--- config.mk ---
export PLATFORM = sky130hd
export DESIGN_NAME = uart_tx_buffer
export DESIGN_NICKNAME = d
export VERILOG_FILES = /design/src/rtl/uart_tx_buffer.sv
export SDC_FILE = /design/constraint.sdc
export NUM_CORES = 1
export LEC_CHECK = 0
export CAP_MARGIN = 20
export CORE_AREA = 3 3 139 141
export DETAILED_ROUTE_END_ITERATION = 8
export DIE_AREA = 0 0 142 144
export GPL_TIMING_DRIVEN = 0
export HOLD_SLACK_MARGIN = 0.03
export MAX_ROUTING_LAYER = met4
export PLACE_DENSITY = 0.56
export SETUP_SLACK_MARGIN = 0.4
export SLEW_MARGIN = 20
export SYNTH_ARGS = -nofsm -noshare
export SYNTH_HDL_FRONTEND = slang
export SYNTH_SLANG_ARGS = --single-unit
--- constraint.sdc ---
create_clock -name clk -period 2.7 [get_ports clk]
set_input_delay 0.27 -clock clk [delete_from_list [all_inputs] [get_ports clk]]
set_output_delay 0.27 -clock clk [all_outputs]
set_load 0.01 [all_outputs]
--- src/rtl/uart_tx_buffer.sv ---
// rtl/uart_tx_buffer.sv - buffered 8N1 UART transmitter: byte FIFO feeding a back-to-back serializer
module uart_tx_buffer #(
  parameter int CLK_PER_HALF_BIT = 434,
  parameter int DEPTH_LOG2       = 4
) (
  input  logic       clk,
  input  logic       rstn,
  input  logic [7:0] txdata,
  input  logic       tx_push,
  output logic       tx_full,
  output logic       tx_idle,
  output logic       tx_ovf,
  output logic       txd
);

  localparam int BIT   = 2 * CLK_PER_HALF_BIT;
  localparam int DEPTH = 1 << DEPTH_LOG2;
  localparam int TW    = $clog2(BIT);

  localparam logic [TW-1:0]         TIMER_LAST = TW'(BIT - 1);
  localparam logic [TW-1:0]         TIMER_ONE  = TW'(1);
  localparam logic [DEPTH_LOG2:0]   COUNT_FULL = (DEPTH_LOG2 + 1)'(DEPTH);
  localparam logic [DEPTH_LOG2:0]   COUNT_ONE  = (DEPTH_LOG2 + 1)'(1);
  localparam logic [DEPTH_LOG2-1:0] PTR_ONE    = DEPTH_LOG2'(1);

  typedef enum logic [1:0] {S_IDLE, S_START, S_DATA, S_STOP} state_t;

  logic [7:0]            mem [DEPTH];
  logic [DEPTH_LOG2-1:0] wr_ptr;
  logic [DEPTH_LOG2-1:0] rd_ptr;
  logic [DEPTH_LOG2:0]   count;
  state_t                state;
  logic [TW-1:0]         timer;
  logic [2:0]            bit_idx;
  logic [7:0]            shreg;
  logic                  push_ok;
  logic                  bit_done;
  logic                  pop;

  assign tx_full  = (count == COUNT_FULL);
  assign tx_idle  = (count == '0) && (state == S_IDLE);
  assign push_ok  = tx_push && !tx_full;
  assign bit_done = (timer == TIMER_LAST);
  // A pop only ever starts a new frame: from idle, or chained straight off a finishing stop bit.
  assign pop      = (count != '0) && ((state == S_IDLE) || ((state == S_STOP) && bit_done));

  always_ff @(posedge clk) begin
    if (rstn && push_ok) begin
      mem[wr_ptr] <= txdata;
    end
  end

  always_ff @(posedge clk) begin
    if (!rstn) begin
      txd     <= 1'b1;
      state   <= S_IDLE;
      wr_ptr  <= '0;
      rd_ptr  <= '0;
      count   <= '0;
      timer   <= '0;
      bit_idx <= '0;
      shreg   <= '0;
      tx_ovf  <= 1'b0;
    end else begin
      tx_ovf <= tx_push && tx_full;
      if (push_ok) wr_ptr <= wr_ptr + PTR_ONE;
      if (pop)     rd_ptr <= rd_ptr + PTR_ONE;
      if (push_ok && !pop)      count <= count + COUNT_ONE;
      else if (!push_ok && pop) count <= count - COUNT_ONE;

      case (state)
        S_IDLE: begin
          timer <= '0;
          txd   <= 1'b1;
          if (pop) begin
            shreg <= mem[rd_ptr];
            txd   <= 1'b0;
            state <= S_START;
          end
        end
        S_START: begin
          if (bit_done) begin
            timer   <= '0;
            txd     <= shreg[0];
            bit_idx <= '0;
            state   <= S_DATA;
          end else begin
            timer <= timer + TIMER_ONE;
          end
        end
        S_DATA: begin
          if (bit_done) begin
            timer <= '0;
            if (bit_idx == 3'd7) begin
              txd   <= 1'b1;
              state <= S_STOP;
            end else begin
              bit_idx <= bit_idx + 3'd1;
              shreg   <= shreg >> 1;
              txd     <= shreg[1];
            end
          end else begin
            timer <= timer + TIMER_ONE;
          end
        end
        S_STOP: begin
          if (bit_done) begin
            timer <= '0;
            if (pop) begin
              shreg <= mem[rd_ptr];
              txd   <= 1'b0;
              state <= S_START;
            end else begin
              state <= S_IDLE;
            end
          end else begin
            timer <= timer + TIMER_ONE;
          end
        end
        default: begin
          txd   <= 1'b1;
          timer <= '0;
          state <= S_IDLE;
        end
      endcase
    end
  end

endmodule

Word level (Yosys, flattened, before mapping)
Memory sizes are Yosys's and may differ from the RTL's. A register that Yosys moved wholly into a read port is not among the register bits.
Index checks and enable logic that the tools add are counted.
{ "op_classes": {"add_sub_neg": 6, "multipliers": 0, "n_div": 0, "order_cmp": 0, "n_eq_ne": 13, "n_shift": 0, "mux": 31, "bitwise_logic": 0, "reduce_logical": 23} }
{ "ops": {"columns": ["op", "n"], "rows": [
  ["8-bit 2-to-1 mux", 4],
  ["8-bit one-hot mux with 3 select lines", 1],
  ["10-bit one-hot mux with 2 select lines", 1],
  ["2-bit != test, second input constant", 7],
  ["4-bit AND reduction", 3],
  ["10-bit by 1-bit adder with 10-bit output, second input constant", 1],
  ["10-bit equality test, second input constant", 1],
  ["10-bit 2-to-1 mux", 1],
  ["2-bit 2-to-1 mux", 5],
  ["5-bit 2-to-1 mux", 2],
  ["1-bit 2-to-1 mux", 9],
  ["3-bit 2-to-1 mux", 3],
  ["4-bit by 1-bit adder with 4-bit output, second input constant", 2],
  ["1-bit logical AND", 8],
  ["4-bit 2-to-1 mux", 2],
  ["2-bit one-hot mux with 4 select lines", 1],
  ["3-bit one-hot mux with 2 select lines", 1],
  ["5-bit by 1-bit adder with 5-bit output, second input constant", 1],
  ["5-bit equality test, second input constant", 1],
  ["5-bit zero test", 1],
  ["5-bit AND reduction", 1],
  ["5-bit nonzero test", 1],
  ["5-bit by 1-bit subtractor with 5-bit output, second input constant", 1],
  ["2-bit equality test, second input constant", 2],
  ["10 further kinds", 13]
]} }
{ "totals": {"regBits": 38, "latchBits": 0, "ram_bits": 128, "rom_bits": 0, "output_inout_bits": 4, "memories": 1} }
{ "memory_table": {"columns": ["name", "words", "word_bits", "read_ports", "rd_clocked_by_memory_dff", "wr", "line_no", "source"], "rows": [
  ["mem", 16, 8, 1, 1, 1, "28", "logic [7:0] mem [DEPTH];"]
]} }

Depth between registers and ports, before layout
Gate-level depths: netlist of run 1.
{ "logic_depth": {"depth_word": 7, "mapped_depth": 15} }

Worst setup path before layout of run 1
No wires, ideal clock.
{ "synth_timing": {"path_type": "reg-to-reg", "start": "register timer[0]", "end": "register count[4]", "setup_time_ns": 0.076, "arrival_time_ns": 2.898, "required_ns": 2.624, "slack_ns": -0.273, "stages_incl_launch_ff": 16, "cell_sequence": "dfxtp_1 > ha_1 > and4bb_1 > buf_6 > a41o_1 > and2_4 > buf_6 > inv_1 > ha_1 > inv_1 > fa_1 > a21o_1 > a21oi_1 > xnor2_1 > or3_1 > a21boi_0"} }
{ "synth_between": {"elab_chain_len": 7} }
{ "synth_rtl": {"columns": ["element", "line_no", "source"], "rows": [
  ["from (decl)", "33", "logic [TW-1:0] timer;"],
  ["from (signal assigned)", "88", "timer <= timer + TIMER_ONE;"],
  ["from (signal assigned)", "103", "timer <= timer + TIMER_ONE;"],
  ["from (signal assigned)", "117", "timer <= timer + TIMER_ONE;"],
  ["10-bit equality test *", "43", "assign bit_done = (timer == TIMER_LAST);"],
  ["1-bit logical AND *", "45", "assign pop = (count != '0) && ((state == S_IDLE) || ((state == S_STOP) && bit_done));"],
  ["1-bit logical OR *", "45", null],
  ["1-bit logical AND *", "45", null],
  ["1-bit zero test", "68", "if (push_ok && !pop) count <= count + COUNT_ONE;"],
  ["1-bit logical AND", "68", null],
  ["5-bit 2-to-1 mux or 2-bit nonzero test (tied branches)", null, null],
  ["to (signal assigned)", "68", null],
  ["to (signal assigned)", "69", "else if (!push_ok && pop) count <= count - COUNT_ONE;"],
  ["to (decl)", "31", "logic [DEPTH_LOG2:0] count;"]
]} }
Mark *: on every way between the ends. The rest lies on a longest branch, timed or not.
A chain may end at the register's enable or synchronous reset.

Worst setup path after layout of run 1
{ "layout_timing": {"start": "register timer[1]", "end": "register count[4]"} }
Same word-level chain as after synthesis.

==> summary.md, run 1 <==
| Metric | Value |
|---|---|
| Yosys warns | 0 |
| 1st-pass router iterations | 4 |
| Worst-skew pair later-pin latency | 0.43 ns |
| Status | finished, violations left |
| Violated checks | negative setup slack |
| Number of synthesized flops with an enable pin | 128 |
| Max Clk Rate | 0.369 GHz |
| Total CTS buffers | 17 |
| Flop and latch count out of synthesis | 170 |
| Reg2Reg Depth | 16 |
| Via count | 4,055 |
| Layout net count | 572 |
| Vias in the first global route | 4,167 |
| Clock power share | 30.6% |
| Combinational power share | 30.3% |
| CTS tree | done |
| Number of port buffers | 13 |
| Critical Path RT | 3.07 ns |
| Commonest non-fill, non-tap cells in the layout | edfxtp_1 (128), mux2i_1 (37), dfxtp_1 (35) |
| ANT cells | 0 |
| Worst path cell trace | ha_4 -> and4bb_1 -> buf_6 -> a41o_1 -> and2_4 -> buf_6 -> inv_4 -> ha_4 -> inv_4 -> buf_12 -> ha_4 -> a21o_1 -> a21oi_2 -> xnor2_1 -> or3_1 -> a21boi_1 |
| Sequential share of power | 39.1% |
| CTS root buf | clkbuf_16 |
| CTS Buffer Depth | 2 |
| Endpoints failing setup | 1 |
| Synthesized net count | 523 |
| Critical Path Fanout Max | 3 |
| Internal | 5540 µW |
| Worst-margin pin slew | 0.682 ns |
| Final ANT Viol Nets | 0 |
| CP most frequent cell | ha_4 |
| Placed inst area | 7730 µm² |
| GRT Util Overall | 15.5% |
| Vias/cell | 5.17 |
| Seq/Total Area, Yosys | 64.7% |
| Synth unique cells | 54 |
| Maxcap violations | 0 |
| Initial antenna violation count | 0 |
| Cell area after layout | 8630 µm² |
| WHS | 0.280 ns |
| Final setup margin | -0.0104 ns |
| Period utilization | 100% |
| Filler cells | 1,551 |
| CP max stage delay | 0.34 ns |
| Total grt overflow | 0 |
| Slew headroom | 54.4% |
| Share of cells above drive strength 1 | 22.9% |
| Hold crit path type | in2reg |
| Routed Wire Length | 14,400 µm |
| Chip Width | 142 µm |
| Largest net degree at the start of global routing | 19 |
| Switching part of the total | 31.1% |
| Crit Path Class | reg2reg |
| Core Box Area | 18,100 µm² |
| GRT Max-Usage Layer | met2 |
| Max Clock Skew | 0.00816 ns |
| Synth-to-layout area growth | 19.3% |
| # DRC | 0 |
| Initial Util | 40.0% |
| # IOs | 15 |
| Iter 0 DRT Violations | 296 |
| Worst Hold Depth | 3 |
| WP data arrival | 3.08 ns |
| Avg Cell Area, Syn | 14.7 µm² |
| Die area | 20,400 µm² |
| M3 GR Usage | 3.94% |
| Final HPWL DP | 9880 µm |
| Mean routed wirelength per cell | 18.4 µm |
| Worst path slowest cell | dfxtp_2 |
| Tmin final | 2.71 ns |
| Syn Std Cell Area | 7240 µm² |
| Synth Instances | 493 |
| Startpoint types | register |
| RSZ-0062 raised after global routing | yes |
| Final Slew Violations | 0 |
| Max rail drop VDD | 0.465 mV |
| Met2 Resource Use GR | 24.6% |
| Clock-pin slew on the worst setup and hold paths | 0.07 ns |
| Static Leak | 0.00284 µW |
| Top FF cell, synth | edfxtp_1 |
| # rows | 49 |
| Placer congestion estimate | 0.850 |
| Global-route wire length before repair | 23,000 µm |
| Power Density | 931 nW/µm² |
| Die Y | 144 µm |
| Fin. Hold Viols | 0 |
| Net Sw Power | 2500 µW |
| H-Tree Depth | 4 |
| Most common cell after layout, fill and taps aside | edfxtp_1 |
| Synth async-reset ratio | 0% |
| Type of destination of the critical path | register |
| Clk sink count | 170 |
| GR Util met1 | 20.0% |
[cell usage after synthesis (3+ instances only)]
cell type / count / area (µm²)
edfxtp_1: 128 / 3840
dfxtp_1: 42 / 841
mux2i_1: 37 / 370
nor2_1: 36 / 135
nand2_1: 29 / 109
mux4_2: 20 / 450
ha_1: 18 / 225
and2_1: 12 / 75.1
xnor2_1: 12 / 105
nand4_1: 11 / 68.8
a21oi_1: 9 / 45.0
inv_1: 9 / 33.8
nand3_1: 9 / 45.0
nor2b_1: 9 / 56.3
o21ai_0: 9 / 45.0
a22oi_1: 8 / 60.1
a31oi_1: 8 / 50.1
clkbuf_1: 8 / 30.0
o21ai_1: 7 / 35.0
and3_1: 6 / 37.5
buf_6: 5 / 56.3
nand2b_1: 5 / 31.3
nor3_1: 5 / 25.0
buf_1: 4 / 15.0
buf_2: 4 / 20.0
xor2_1: 4 / 35.0
buf_12: 3 / 60.1
o211ai_1: 3 / 22.5
or3_1: 3 / 18.8
[layout make-up]
class | count | area, µm² | share of cell area (%)
buffer | 24 | 185 | 2.15
clock buffer | 17 | 425 | 4.93
clock inverter | 15 | 175 | 2.03
inverter | 9 | 38.8 | 0.449
multi-input combinational | 290 | 2530 | 29.3
sequential | 170 | 4690 | 54.4
tap | 229 | 287 | 3.32
timing repair buffer | 30 | 294 | 3.41
[state kept, by name (all words and copies together) (netlist names), named ones only]
name,flops
mem,128
timer,10
shreg,8
count,5
rd_ptr,4
wr_ptr,4
bit_idx,3
state,2
tx_ovf,1
txd,1
[power groups by stage]
stage | Clock (µW) | Sequential, µW | Combinational [µW]
CTS | 2500 | 3140 | 2380
floorplan | 0 | 3150 | 1730
detailed placement | 0 | 3180 | 2230
finish | 2460 | 3140 | 2440
global route | 2620 | 3170 | 2700
global placement | 0 | 3170 | 2200
[per-layer routing]
| metal | wire length, µm | up-vias | share of wire [%] |
|---|---|---|---|
| met1 | 6600 | 2003 | 46 |
| met3 | 606 | 12 | 4.2 |
| met5 | 0 | - | 0 |
| met4 | 199 | 0 | 1.4 |
| li1 | - | 1972 | - |
| met2 | 7050 | 68 | 49 |
[metrics by stage]
stage	setup WS [ns]	utilization [%]	power, µW	TNS (ns)	instances
floorplan	0.0190	-	4880	0	493
global placement	-0.455	42.5	5370	-11.82	735
detailed placement	-0.177	42.7	5410	-1.88	737
CTS	-0.0511	47.3	8020	-0.0511	778
global route	-0.119	47.7	8480	-0.166	784
finish	-0.0104	47.7	8040	-0.0104	784
[worst paths after layout]
path	to	slack (ns)	start
worst max-delay path	count[4]$_SDFFE_PN0P_	-0.01	timer[1]$_SDFF_PP0_
worst min-delay path	state[1]$_SDFFE_PN0P_	0.28	rstn
worst max register to register	count[4]$_SDFFE_PN0P_	-0.01	timer[1]$_SDFF_PP0_
worst min register to register	state[1]$_SDFFE_PN0P_	0.48	state[1]$_SDFFE_PN0P_
[worst max-delay path: cells and delay by family, from the launching register on]
| family | cells | cell delay [ns] |
|---|---|---|
| AOI/OAI and AO/OA | 4 | 0.64 |
| DFF | 1 | 0.34 |
| buffers and inverters | 5 | 0.43 |
| and+or+nand+nor | 3 | 0.65 |
| xor gates and xnor gates | 1 | 0.10 |
| adders and majority gates | 3 | 0.50 |
[kinds of logic (layout without fill, tap and decap cells)]
group | count (synthesis) | after routing | synth area share, %
flops | 170 | 170 | 64.7
buf+inv | 33 | 95 | 2.97
simple gates | 135 | 135 | 9.67
xor+xnor | 16 | 16 | 1.94
fa+ha+maj | 19 | 19 | 3.39
mux | 57 | 57 | 11.3
compound gates | 63 | 63 | 5.95
[what timing repair did]
item / in CTS / in global routing
setup buffers: 9 / 6
hold buffers: 0 / 0
cloned: 0 / 0
endpoints found under the setup margin: 119 / 125
pin swaps: 11 / 12
gates resized for setup: 30 / 10
(Power assumes the default switching activity.)
==> run 2: changes to the inputs <==
--- a/config.mk
+++ b/config.mk
@@ -5,6 +5,7 @@
 export SDC_FILE = /design/constraint.sdc
 export NUM_CORES = 1
 export LEC_CHECK = 0
+export ABC_CLOCK_PERIOD_IN_PS = 2700
 export CAP_MARGIN = 20
 export CORE_AREA = 3 3 139 141
 export DETAILED_ROUTE_END_ITERATION = 8
@@ -14,6 +15,7 @@
 export MAX_ROUTING_LAYER = met4
 export PLACE_DENSITY = 0.56
 export SETUP_SLACK_MARGIN = 0.4
+export SKIP_LAST_GASP = 1
 export SLEW_MARGIN = 20
 export SYNTH_ARGS = -nofsm -noshare
 export SYNTH_HDL_FRONTEND = slang
==> run 2 against run 1 <==
The flow still finishes with violations (negative setup slack). Register-to-register slack is essentially flat. Combinational power about the same. Highest routed layer unchanged. Die area unchanged. Clock skew is essentially flat. Clock power hardly changed. Worst setup slack worse by 0.00081 ns. Cell count unchanged.
==> summary.md, run 2 (synthesized netlist as in run 1, its figures left out) <==
| Metric | Value |
|---|---|
| RSZ-0062 raised after global routing | yes |
| Hold crit path type | in2reg |
| Worst r2r src | timer[1]$_SDFF_PP0_ |
| Design Power | 8040 µW |
| Final HPWL DP | 9880 µm |
| Startpoint types | register |
| GRT Util Overall | 15.5% |
| H-Tree Depth | 4 |
| Final Slew Violations | 0 |
| Biggest register | mem |
| Static Leak | 0.00284 µW |
| Number of flip-flops in the largest register | 128 |
| CTS Buffer Depth | 2 |
| Placer congestion estimate | 0.850 |
| Share of cells above drive strength 1 | 22.9% |
| WHS Endpoint | state[1]$_SDFFE_PN0P_ |
| Top flop regs | mem (128), timer (10), shreg (8) |
| Setup TNS after final layout | -0.0112 ns |
| Max rail drop VDD | 0.463 mV |
| Violated checks | negative setup slack |
| Clk sink count | 170 |
| ANT cells | 0 |
| Type of destination of the critical path | register |
| Initial Util | 40.0% |
| Flop2flop setup slack | -0.01 ns |
| RR Endpoint | count[4]$_SDFFE_PN0P_ |
| Clock-pin slew on the worst setup and hold paths | 0.07 ns |
| Total CTS buffers | 17 |
| Most common cell after layout, fill and taps aside | edfxtp_1 |
| Commonest non-fill, non-tap cells in the layout | edfxtp_1 (128), mux2i_1 (37), dfxtp_1 (35) |
| Largest net degree at the start of global routing | 19 |
| Worst Hold Depth | 3 |
| # rows | 49 |
| Tmin final | 2.71 ns |
| Hold Path Origin | rstn |
| Final setup margin | -0.0112 ns |
| Layout net count | 572 |
| Die Y | 144 µm |
| # DRC | 0 |
| Routed Wire Length | 14,500 µm |
| Status | finished, violations left |
| Maxcap violations | 0 |
| Fin. Hold Viols | 0 |
| Worst-margin pin slew | 0.686 ns |
| 1st-pass router iterations | 4 |
| Global-route wire length before repair | 23,000 µm |
| Mean routed wirelength per cell | 18.5 µm |
| Number of port buffers | 13 |
| WHS | 0.285 ns |
| Crit Path Class | reg2reg |
| Initial antenna violation count | 0 |
| Iter 0 DRT Violations | 280 |
| CTS root buf | clkbuf_16 |
| Worst slack at placement | -0.177 ns |
| Die area | 20,400 µm² |
| Vias/cell | 5.19 |
| Period utilization | 100% |
| Max Clk Rate | 0.369 GHz |
| Chip Width | 142 µm |
| Vias in the first global route | 4,162 |
| Critical Path Fanout Max | 3 |
| Reg2Reg Depth | 16 |
| WP data arrival | 3.08 ns |
| Worst-skew pair later-pin latency | 0.43 ns |
| Synth-to-layout area growth | 19.2% |
| # IOs | 15 |
| Final ANT Viol Nets | 0 |
| Power Density | 932 nW/µm² |
| Endpoints failing setup | 1 |
| Max Clock Skew | 0.00795 ns |
| Core Box Area | 18,100 µm² |
| Total grt overflow | 0 |
| Critical Path RT | 3.07 ns |
| Slew headroom | 54.1% |
| CTS tree | done |
| Filler cells | 1,555 |
| Via count | 4,070 |
[run 2: worst max path at each step]
stage | start | end
after floorplan | timer[0]$_SDFF_PP0_ | count[4]$_SDFFE_PN0P_
after global placement | tx_push | mem[2][4]$_DFFE_PP_
after detailed placement | count[0]$_SDFFE_PN0P_ | count[4]$_SDFFE_PN0P_
after CTS | timer[1]$_SDFF_PP0_ | count[4]$_SDFFE_PN0P_
after global routing | timer[1]$_SDFF_PP0_ | count[4]$_SDFFE_PN0P_
final | timer[1]$_SDFF_PP0_ | count[4]$_SDFFE_PN0P_
[run 2: per-layer routing]
layer | share of wire (%) | up-vias | track usage [%]
li1 | - | 1969 | -
met1 | 46 | 2029 | 20.2
met2 | 49 | 64 | 24.5
met3 | 3.5 | 8 | 3.94
met4 | 1.1 | 0 | 3.99
met5 | 0 | - | -
[run 2: power breakdown]
part	internal, µW	switching, µW
clock network	1330	1130
logic	1220	1220
registers	2990	150
total	5540	2500
[run 2: critical path: stages (launching register included)]
cell and delay (ns):
dfxtp_2 0.34, ha_4 0.15, and4bb_1 0.20, buf_6 0.12, a41o_1 0.19, and2_4 0.14, buf_6 0.11, inv_4 0.04
ha_4 0.13, inv_4 0.04, buf_12 0.12, ha_4 0.22, a21o_1 0.19, a21oi_2 0.14, xnor2_1 0.10, or3_1 0.31
a21boi_1 0.12
[run 2: timing repair]
action / 4_1_cts / 5_1_grt
hold buffers: 0 / 0
gates resized for setup: 29 / 10
buffers inserted: 9 / 6
endpoints found under the setup margin: 119 / 133
pin swaps: 10 / 6
[run 2: per-stage QoR]
step                      instances  utilization (%)  instance area (µm²)
after global routing            784             47.7                 8630
after global placement          735             42.5                 7690
after detailed placement        737             42.7                 7730
after floorplan                 493                -                 7280
after CTS                       778             47.3                 8550
final                           784             47.7                 8630
[run 2: area by class of cell]
cell class                      instances  area (µm²)  share of cell area (%)
Multi-Input combinational cell        290        2530                    29.3
Inverter                                9        38.8                   0.450
Tap cell                              229         287                    3.32
Clock buffer                           17         425                    4.93
Timing Repair Buffer                   30         294                    3.41
Clock inverter                         15         175                    2.03
Sequential cell                       170        4690                    54.4
Buffer                                 24         185                    2.15
